**src/rtl/fetch_stage_if.sv**
```systemverilog
// Instruction-memory request/response bundle between the fetch stage (master)
// and instruction memory (slave).
interface fetch_stage_if;
    logic        req;
    logic [31:0] addr;
    logic        gnt;
    logic        rvalid;
    logic [31:0] rdata;

    modport master (output req, output addr, input gnt, input rvalid, input rdata);
    modport slave  (input req, input addr, output gnt, output rvalid, output rdata);
endinterface

```
**src/rtl/fetch_stage.sv**
```systemverilog
// MIPS instruction-fetch stage: fetch PC, imem handshake, skid buffer, IF/ID register.
// Optional macro FETCH_PERF_EN adds accept and wait-cycle performance counters.
module fetch_stage #(
    parameter logic [31:0] RESET_PC   = 32'h0000_3000,
    parameter logic [31:0] IMEM_BASE  = 32'h0000_3000,
    parameter logic [31:0] IMEM_BYTES = 32'h0000_4000
) (
    input  logic               clk,
    input  logic               rst_n,
    input  logic [31:0]        npc_i,
    input  logic               stall_i,
    input  logic               flush_i,
    output logic [31:0]        pc_o,
    fetch_stage_if.master      imem,
    output logic [31:0]        d_instr_o,
    output logic [31:0]        d_pc_o,
    output logic               d_valid_o,
    output logic               d_adel_o
`ifdef FETCH_PERF_EN
    ,
    output logic [31:0]        perf_fetched_o,
    output logic [31:0]        perf_wait_o
`endif
);

    typedef enum logic [1:0] {
        S_REQ  = 2'd0,
        S_WAIT = 2'd1,
        S_HOLD = 2'd2
    } state_e;

    state_e      state_q, state_d;
    logic [31:0] pc_q, pc_d;
    logic        req_q, req_d;
    logic [31:0] skid_instr_q, skid_instr_d;
    logic        skid_adel_q, skid_adel_d;
    logic [31:0] d_instr_q, d_instr_d;
    logic [31:0] d_pc_q, d_pc_d;
    logic        d_valid_q, d_valid_d;
    logic        d_adel_q, d_adel_d;
    logic        resp_vld_s;
    logic [31:0] resp_instr_s;
    logic        resp_adel_s;
    logic        accept_s;

    function automatic logic pc_legal(input logic [31:0] pc);
        return (pc[1:0] == 2'b00) && (pc >= IMEM_BASE) && ((pc - IMEM_BASE) < IMEM_BYTES);
    endfunction

    // Next-state, response selection, PC advance and IF/ID load
    always_comb begin
        state_d      = state_q;
        pc_d         = pc_q;
        skid_instr_d = skid_instr_q;
        skid_adel_d  = skid_adel_q;
        d_instr_d    = d_instr_q;
        d_pc_d       = d_pc_q;
        d_valid_d    = d_valid_q;
        d_adel_d     = d_adel_q;
        resp_vld_s   = 1'b0;
        resp_instr_s = skid_instr_q;
        resp_adel_s  = skid_adel_q;

        // An illegal PC never reaches memory; it answers at once with an AdEL bubble word.
        case (state_q)
            S_REQ: begin
                if (!pc_legal(pc_q)) begin
                    resp_vld_s   = 1'b1;
                    resp_instr_s = 32'h0000_0000;
                    resp_adel_s  = 1'b1;
                end else if (req_q && imem.gnt) begin
                    state_d = S_WAIT;
                end else begin
                    state_d = S_REQ;
                end
            end
            S_WAIT: begin
                if (imem.rvalid) begin
                    resp_vld_s   = 1'b1;
                    resp_instr_s = imem.rdata;
                    resp_adel_s  = 1'b0;
                end else begin
                    state_d = S_WAIT;
                end
            end
            S_HOLD: begin
                resp_vld_s = 1'b1;
            end
            default: begin
                state_d = S_REQ;
            end
        endcase

        accept_s = resp_vld_s && !stall_i;

        if (accept_s) begin
            pc_d    = npc_i;
            state_d = S_REQ;
        end else if (resp_vld_s && (state_q != S_HOLD)) begin
            skid_instr_d = resp_instr_s;
            skid_adel_d  = resp_adel_s;
            state_d      = S_HOLD;
        end else begin
            pc_d = pc_q;
        end

        if (flush_i) begin
            d_valid_d = 1'b0;
            d_instr_d = 32'h0000_0000;
            d_adel_d  = 1'b0;
        end else if (stall_i) begin
            d_valid_d = d_valid_q;
        end else if (accept_s) begin
            d_instr_d = resp_instr_s;
            d_pc_d    = pc_q;
            d_valid_d = 1'b1;
            d_adel_d  = resp_adel_s;
        end else begin
            d_valid_d = 1'b0;
            d_instr_d = 32'h0000_0000;
        end

        req_d = (state_d == S_REQ) && pc_legal(pc_d);
    end

    // State, PC, skid buffer and IF/ID registers
    always_ff @(posedge clk or negedge rst_n) begin
        if (!rst_n) begin
            state_q      <= S_REQ;
            pc_q         <= RESET_PC;
            req_q        <= 1'b0;
            skid_instr_q <= 32'h0000_0000;
            skid_adel_q  <= 1'b0;
            d_instr_q    <= 32'h0000_0000;
            d_pc_q       <= 32'h0000_0000;
            d_valid_q    <= 1'b0;
            d_adel_q     <= 1'b0;
        end else begin
            state_q      <= state_d;
            pc_q         <= pc_d;
            req_q        <= req_d;
            skid_instr_q <= skid_instr_d;
            skid_adel_q  <= skid_adel_d;
            d_instr_q    <= d_instr_d;
            d_pc_q       <= d_pc_d;
            d_valid_q    <= d_valid_d;
            d_adel_q     <= d_adel_d;
        end
    end

    assign pc_o      = pc_q;
    assign imem.req  = req_q;
    assign imem.addr = pc_q;
    assign d_instr_o = d_instr_q;
    assign d_pc_o    = d_pc_q;
    assign d_valid_o = d_valid_q;
    assign d_adel_o  = d_adel_q;

`ifdef FETCH_PERF_EN
    logic [31:0] perf_fetched_q, perf_fetched_d;
    logic [31:0] perf_wait_q, perf_wait_d;

    // Counter increments; both wrap naturally at 2^32
    always_comb begin
        perf_fetched_d = perf_fetched_q + {31'd0, accept_s};
        perf_wait_d    = perf_wait_q + {31'd0, (state_q == S_WAIT) && !imem.rvalid};
    end

    // Performance counter registers
    always_ff @(posedge clk or negedge rst_n) begin
        if (!rst_n) begin
            perf_fetched_q <= 32'h0000_0000;
            perf_wait_q    <= 32'h0000_0000;
        end else begin
            perf_fetched_q <= perf_fetched_d;
            perf_wait_q    <= perf_wait_d;
        end
    end

    assign perf_fetched_o = perf_fetched_q;
    assign perf_wait_o    = perf_wait_q;
`endif

endmodule

```
**src/flat_wrapper.sv**
```systemverilog
// flat-port wrapper written by rule: the top's interface ports become plain ports
module fetch_stage_flat 
#(
    parameter logic [31:0] RESET_PC   = 32'h0000_3000,
    parameter logic [31:0] IMEM_BASE  = 32'h0000_3000,
    parameter logic [31:0] IMEM_BYTES = 32'h0000_4000
)
  (clk, rst_n, npc_i, stall_i, flush_i, pc_o, d_instr_o, d_pc_o, d_valid_o, d_adel_o, imem_req, imem_addr, imem_gnt, imem_rvalid, imem_rdata);
  fetch_stage_if imem_i ();
  input  logic clk;
  input  logic rst_n;
  input  logic [31:0] npc_i;
  input  logic stall_i;
  input  logic flush_i;
  output logic [31:0] pc_o;
  output logic [31:0] d_instr_o;
  output logic [31:0] d_pc_o;
  output logic d_valid_o;
  output logic d_adel_o;
  output wire logic [$bits(imem_i.req)-1:0] imem_req;
  output wire logic [$bits(imem_i.addr)-1:0] imem_addr;
  input wire logic [$bits(imem_i.gnt)-1:0] imem_gnt;
  input wire logic [$bits(imem_i.rvalid)-1:0] imem_rvalid;
  input wire logic [$bits(imem_i.rdata)-1:0] imem_rdata;
  assign imem_req = imem_i.req;
  assign imem_addr = imem_i.addr;
  assign imem_i.gnt = imem_gnt;
  assign imem_i.rvalid = imem_rvalid;
  assign imem_i.rdata = imem_rdata;
  fetch_stage #(.RESET_PC(RESET_PC), .IMEM_BASE(IMEM_BASE), .IMEM_BYTES(IMEM_BYTES)) u_core (.clk(clk), .rst_n(rst_n), .npc_i(npc_i), .stall_i(stall_i), .flush_i(flush_i), .pc_o(pc_o), .imem(imem_i), .d_instr_o(d_instr_o), .d_pc_o(d_pc_o), .d_valid_o(d_valid_o), .d_adel_o(d_adel_o));
endmodule
```
**config.mk**
```make
export PLATFORM = sky130hd
export DESIGN_NAME = fetch_stage_flat
export DESIGN_NICKNAME = d
export VERILOG_FILES = /design/src/rtl/fetch_stage_if.sv /design/src/rtl/fetch_stage.sv /design/src/flat_wrapper.sv
export SDC_FILE = /design/constraint.sdc
export NUM_CORES = 1
export LEC_CHECK = 0
export CAP_MARGIN = 10
export CORE_MARGIN = 2
export CORE_UTILIZATION = 50
export DETAILED_ROUTE_END_ITERATION = 16
export GPL_TIMING_DRIVEN = 0
export PLACE_DENSITY = 0.86
export SYNTH_ARGS = -nofsm -noshare
export SYNTH_HDL_FRONTEND = slang
export SYNTH_SLANG_ARGS = --single-unit
```
**constraint.sdc**
```tcl
create_clock -name clk -period 7.5 [get_ports clk]
set_input_delay 1.5 -clock clk [delete_from_list [all_inputs] [get_ports clk]]
set_output_delay 1.5 -clock clk [all_outputs]
set_load 0.05 [all_outputs]
```
==> results_dict.tcl, run 1 <==
set metrics [dict create \
    worst_hold_path.num_cells 2 \
    syn-mean-instance-area_um2 9.574 \
    clock.fmax_mhz 268.2 \
    root_buffer "clkbuf_16" \
    startpoint_type "input port" \
    cts_tree "built" \
    portBuffers 200 \
    worst_pin_slew_ns 0.5596 \
    cts.sinks 134 \
    place_ws_ns 3.430 \
    initial_utilization_pct 51.25 \
    rr_endpoint "u_core.skid_instr_q[6]" \
    first_pass_iters 5 \
    rsz0062_at_grt "false" \
    groute.usage.overall_pct 27.70 \
    die_w_um 115.0 \
    min_period_ns 3.728 \
    cts_buffers 17 \
    clock_skew_ns 0.006925 \
    power_leakage_nw 3.902 \
    n_antenna_cell 0 \
    finalSetupViolCount 0 \
    r2r_start "u_core.imem.addr[16]" \
    clk_pin_slew_ns 0.06 \
    relSlewSlack_pct 62.58 \
    power_mw 2.194 \
    worstPathArrival_ns 4.04 \
    ir_drop_v 0.0002221 \
    dpl.hpwl_mm 12.96 \
    area_growth_syn_to_layout_pct 45.67 \
    path_max_fanout 3 \
    drcViolationCount 0 \
    gp_congestion 0.8718 \
    syn_area_um2 6156 \
    synth_async_sr_flop_share_pct 100.0 \
    antenna_found_initial 0 \
    synthCells 643 \
    synth_top_area_share_pct 53.66 \
    slew_viol_final 0 \
    die_area_um2 13220 \
    vias 5579 \
    critical_path_class "input port to flip-flop" \
    final.setup.worst_slack_ns 3.772 \
    htree_levels 4 \
    synth.most_common_cell "nand2_1" \
    grt_remaining_overflow 0 \
    p_per_area_nw_per_um2 244.7 \
    min_path_type "flip-flop to flip-flop" \
    ant_nets 0 \
    status "complete, no violations" \
    routed_wl_mm 17.80 \
    reg2reg_slack_ns 4.27 \
    holdCritStartpoint "u_core.d_pc_o[12]" \
    final_layout_size_suffix_gt1_share_pct 9.817 \
    drtIter0Drc 484 \
    fin_tns_setup_ns 0 \
    synth_nets 713 \
    r2r_cells 11 \
    end_kind "flip-flop" \
    ys_warn_count 0 \
    period_share_pct 49.71 \
    std_cell_rows 40 \
    crit_required_ns 7.81 \
    post_drt_wl_per_cell_um 17.40 \
    synth_area_leader_cell "dfrtp_1" \
    synth_common_cells "nand2_1, dfrtp_1, o21ai_1" \
    fill_cells 844 \
    synth_edf_count 0 \
    fp.coreArea_um2 12010 \
    ys_seq_area_share_pct 54.51 \
    ctsHoldBuffers 0 \
    hold_viol 0 \
    cts_buffer_depth 2 \
    synth_flop_cell "dfrtp_1" \
    post_cts_resize_count 0 \
    synth.area.top_cells "dfrtp_1, nand2_1, mux2_1" \
    ios 201 \
    die_h_um 115.0 \
    post_cts_buffers 0 \
    via_per_inst 5.454 \
    cap_violations 0 \
    fin_nets 933 \
    hold_end "u_core.d_pc_o[12]" \
    yosysUniqueCellTypes 48 \
    clk_latency_ns 0.42 \
    grt_pass1_wl_mm 28.16 \
    grt_max_degree 89 \
    synth_seq_cells 134 \
    grt_pass1_vias 5629 \
]
critical path, cell delays in order:
cell and delay, ns:
clkdlybuf4s50_1 0.42, nor3_1 0.37, nand3b_1 0.19, nor3_1 0.42, nor4b_1 0.51, nor2_1 0.10, mux2i_1 0.15, a31oi_1 0.11
o211a_1 0.25
routing by layer:
layer / global-route usage [%] / up-vias / wire, um
met3: 5.851 / 36 / 928
met2: 48.86 / 195 / 9290
li1: - / 2600 / -
met5: 0 / - / 0
met1: 33.52 / 2748 / 7220
met4: 10.20 / 0 / 356
layout make-up:
class	count	area, um^2	area share (%)
tap	147	183.9	2.051
clock inverter	8	95.09	1.060
timing repair buffer	201	2031	22.65
sequential	134	3356	37.42
inverter	3	11.26	0.1256
clock buffer	24	501.7	5.595
buffer	67	409.1	4.563
multi-input combinational	439	2380	26.54
where the power goes:
part | internal [mW] | switching [mW]
logic | 0.194 | 0.349
clock network | 0.531 | 0.302
registers | 0.770 | 0.0490
total | 1.49 | 0.699
logic make-up after synthesis:
kind of cell | synth area share [%]
AO/OA/AOI/OAI | 13.50
AND/OR/NAND/NOR | 17.97
flip-flops | 54.51
buffers and inverters | 6.829
XOR/XNOR | 0.8538
multiplexers | 6.341
per-stage QoR:
stage | hold WS, ns | instance area, um^2 | cells | util [%]
4_1_cts | 0.4752 | 8967 | 1023 | 74.66
6_report | 0.4704 | 8967 | 1023 | 74.66
2_1_floorplan | 0.4506 | 6156 | 643 | -
3_5_place_dp | 0.4617 | 8371 | 991 | 69.69
5_1_grt | 0.4944 | 8967 | 1023 | 74.66
3_3_place_gp | 0.4594 | 8342 | 990 | 69.45
flip-flops by register name, summed over array words and instances (netlist names):
name	flops
u_core.d_instr_o	32
u_core.d_pc_o	32
u_core.imem.addr	32
u_core.skid_instr_q	32
u_core.state_q	2
u_core.d_adel_o	1
u_core.d_valid_o	1
u_core.imem.req	1
u_core.skid_adel_q	1
worst max-delay path by stage:
stage	start	to	slack, ns
3_3_place_gp	rst_n	u_core.d_instr_o[17]	-0.11
4_1_cts	npc_i[17]	u_core.imem.req	3.86
2_1_floorplan	npc_i[17]	u_core.imem.req	4.35
3_5_place_dp	npc_i[17]	u_core.imem.req	3.43
5_1_grt	npc_i[17]	u_core.imem.req	3.63
6_report	npc_i[17]	u_core.imem.req	3.77
layout by cell type (no fill, tap or decap), types with 4 or more instances in the layout:
cell type        instances
o21ai_1                 48
clkbuf_16               17
or3_1                    6
clkbuf_1                23
buf_2                    9
mux2_1                  31
nand2_1                203
clkbuf_8                 5
nor3_1                   9
dfrtp_1                132
nor2_1                  15
and3_1                   4
a21boi_0                33
a21oi_1                 11
buf_4                   35
clkdlybuf4s50_1        199
o21ai_0                 25
clkinv_2                 4
nor4_1                   7
Note: power is estimated with default switching activity, not from simulation.
==> run 2: changes to the inputs <==
--- a/config.mk
+++ b/config.mk
@@ -7,10 +7,10 @@
 export LEC_CHECK = 0
 export CAP_MARGIN = 10
 export CORE_MARGIN = 2
-export CORE_UTILIZATION = 50
+export CORE_UTILIZATION = 46
 export DETAILED_ROUTE_END_ITERATION = 16
 export GPL_TIMING_DRIVEN = 0
-export PLACE_DENSITY = 0.86
+export PLACE_DENSITY = 0.8
 export SYNTH_ARGS = -nofsm -noshare
 export SYNTH_HDL_FRONTEND = slang
 export SYNTH_SLANG_ARGS = --single-unit
==> constraint.sdc (replaced) <==
create_clock -name clk -period 3.81 [get_ports clk]
set_input_delay 0.762 -clock clk [delete_from_list [all_inputs] [get_ports clk]]
set_output_delay 0.762 -clock clk [all_outputs]
set_load 0.05 [all_outputs]
==> run 2 against run 1 <==
Register-to-register slack lost 3.6 ns. Setup slack got worse by 3.1 ns. Design area about the same. Count of clock-buffer cells in the layout fell by 1. Combinational power is 95% higher. Sequential power grew 97%. Critical path type is now flip-flop to flip-flop.
==> results_dict.tcl, run 2 (same netlist as run 1, synthesis figures left out) <==
set metrics [dict create \
    status "complete, no violations" \
    p_per_area_nw_per_um2 471.4 \
    groute.usage.overall_pct 24.95 \
    finalNonFillerCells 1048 \
    final_layout_size_suffix_gt1_share_pct 9.289 \
    hold_viol 0 \
    ctsHoldBuffers 0 \
    power_frac_clock_pct 36.7 \
    antenna_found_initial 0 \
    via_per_inst 5.236 \
    fin_nets 933 \
    crit_required_ns 4.11 \
    root_buffer "clkbuf_16" \
    relSlewSlack_pct 61.49 \
    cp.depth 9 \
    path_max_fanout 10 \
    slowest_stage "or4_1" \
    worst_pin_slew_ns 0.5758 \
    cap_violations 0 \
    die_area_um2 14320 \
    cp_num_buf_inv 1 \
    n_antenna_cell 0 \
    grt_pass1_wl_mm 28.17 \
    post_cts_buffers 0 \
    die_w_um 119.7 \
    dpl.hpwl_mm 12.66 \
    regArea_um2 3356 \
    slew_viol_final 0 \
    ios 201 \
    startpoint_type "flip-flop" \
    fill_cells 1011 \
    ir_drop_v 0.0002743 \
    routed_wl_mm 17.23 \
    cp_top_family "simple AND/OR/NAND/NOR gates" \
    mostFrequentLayoutCell "nand2_1" \
    grt_pass1_vias 5607 \
    critical_path_class "flip-flop to flip-flop" \
    std_cell_rows 42 \
    max_stage_delay_ns 0.58 \
    min_path_type "input port to async pin" \
    grt_remaining_overflow 0 \
    numPlacedInstances 1020 \
    gp_congestion 0.8916 \
    multi_input_area_um2 2380 \
    fin_area_um2 8960 \
    fin_tns_setup_ns 0 \
    min_period_ns 3.148 \
    vias 5487 \
    clk_pin_slew_ns 0.05 \
    power_leakage_nw 3.884 \
    clock.fmax_mhz 317.6 \
    drcViolationCount 0 \
    hold_slack_ns 0.2935 \
    cp_cell_sequence "or4_1, o31a_1, a2111oi_4, nand4_2, nand2_2, buf_6, mux2_1, and3_1, o211a_1" \
    rsz0062_at_grt "false" \
    worstPathArrival_ns 3.45 \
    finalSetupViolCount 0 \
    internal-power_mw 2.894 \
    portBuffers 200 \
    post_cts_resize_count 0 \
    initial_utilization_pct 46.86 \
    end_kind "flip-flop" \
    cts.sinks 134 \
    grt_max_degree 82 \
    place_ws_ns 0.5485 \
    most-common-layout-cells "nand2_1, clkdlybuf4s50_1, dfrtp_1" \
    clock_skew_ns 0.009148 \
    switching_share_pct 31.49 \
    cts_buffers 17 \
    r2r_cells 9 \
    cts_tree "built" \
    combPwrFrac_pct 25.2 \
    area_growth_syn_to_layout_pct 45.55 \
    switchingPower_mw 1.330 \
    period_share_pct 82.63 \
    first_pass_iters 5 \
    ant_nets 0 \
    cts_buffer_depth 2 \
    power_mw 4.224 \
    placed_area_um2 8407 \
    final_core_util_pct 68.20 \
    clk_latency_ns 0.42 \
    die_h_um 119.7 \
    post_drt_wl_per_cell_um 16.44 \
    drtIter0Drc 470 \
    htree_levels 4 \
    fp.coreArea_um2 13140 \
    final.setup.worst_slack_ns 0.6617 \
    p_seq_share_pct 38.1 \
]
-- run 2: cell types whose count changed in the layout (fill, tap and decap cells not counted) --
| cell | previous run | this run |
|---|---|---|
| clkinv_2 | 4 | 3 |
| clkinvlp_4 | 2 | 0 |
| clkbuf_8 | 5 | 3 |
| clkbuf_1 | 23 | 24 |
-- run 2: path summary, 6_finish.rpt --
check	end	slack, ns	start
max	u_core.imem.req	0.66	u_core.imem.addr[21]
min	u_core.d_pc_o[2]	0.29	rst_n
max reg2reg	u_core.imem.req	0.66	u_core.imem.addr[21]
min reg2reg	u_core.d_pc_o[3]	0.48	u_core.d_pc_o[3]
max in group asynchronous	u_core.imem.addr[13]	2.74	rst_n
min in group clk	u_core.d_pc_o[3]	0.48	u_core.d_pc_o[3]
-- run 2: layout make-up --
cell class                      count  area share [%]
Buffer                             67           4.566
Multi-Input combinational cell    439           26.56
Sequential cell                   134           37.45
Inverter                            3          0.1257
Clock buffer                       23           5.334
Tap cell                          176           2.458
Timing Repair Buffer              201           22.66
Clock inverter                      5          0.8379
-- run 2: worst reg2reg max path, cell delays in order, from the launching register on --
cell and delay [ns]:
dfrtp_1 0.47, or4_1 0.58, o31a_1 0.36, a2111oi_4 0.38
nand4_2 0.25, nand2_2 0.21, buf_6 0.18, mux2_1 0.32
and3_1 0.17, o211a_1 0.11
-- run 2: power by group through the flow --
stage          registers (mW)  logic [mW]  clock network [mW]
6_report                 1.61        1.06                1.55
3_3_place_gp             1.63        1.05                   0
2_1_floorplan            1.92       0.339                   0
5_1_grt                  1.62        1.11                1.65
3_5_place_dp             1.63        1.07                   0
4_1_cts                  1.61        1.07                1.57
-- run 2: per-layer routing --
metal | part of all wire [%] | global-route usage [%]
met2 | 51 | 43.25
met1 | 41 | 30.58
met4 | 2.5 | 8.971
met3 | 5.2 | 5.656
met5 | 0 | 0
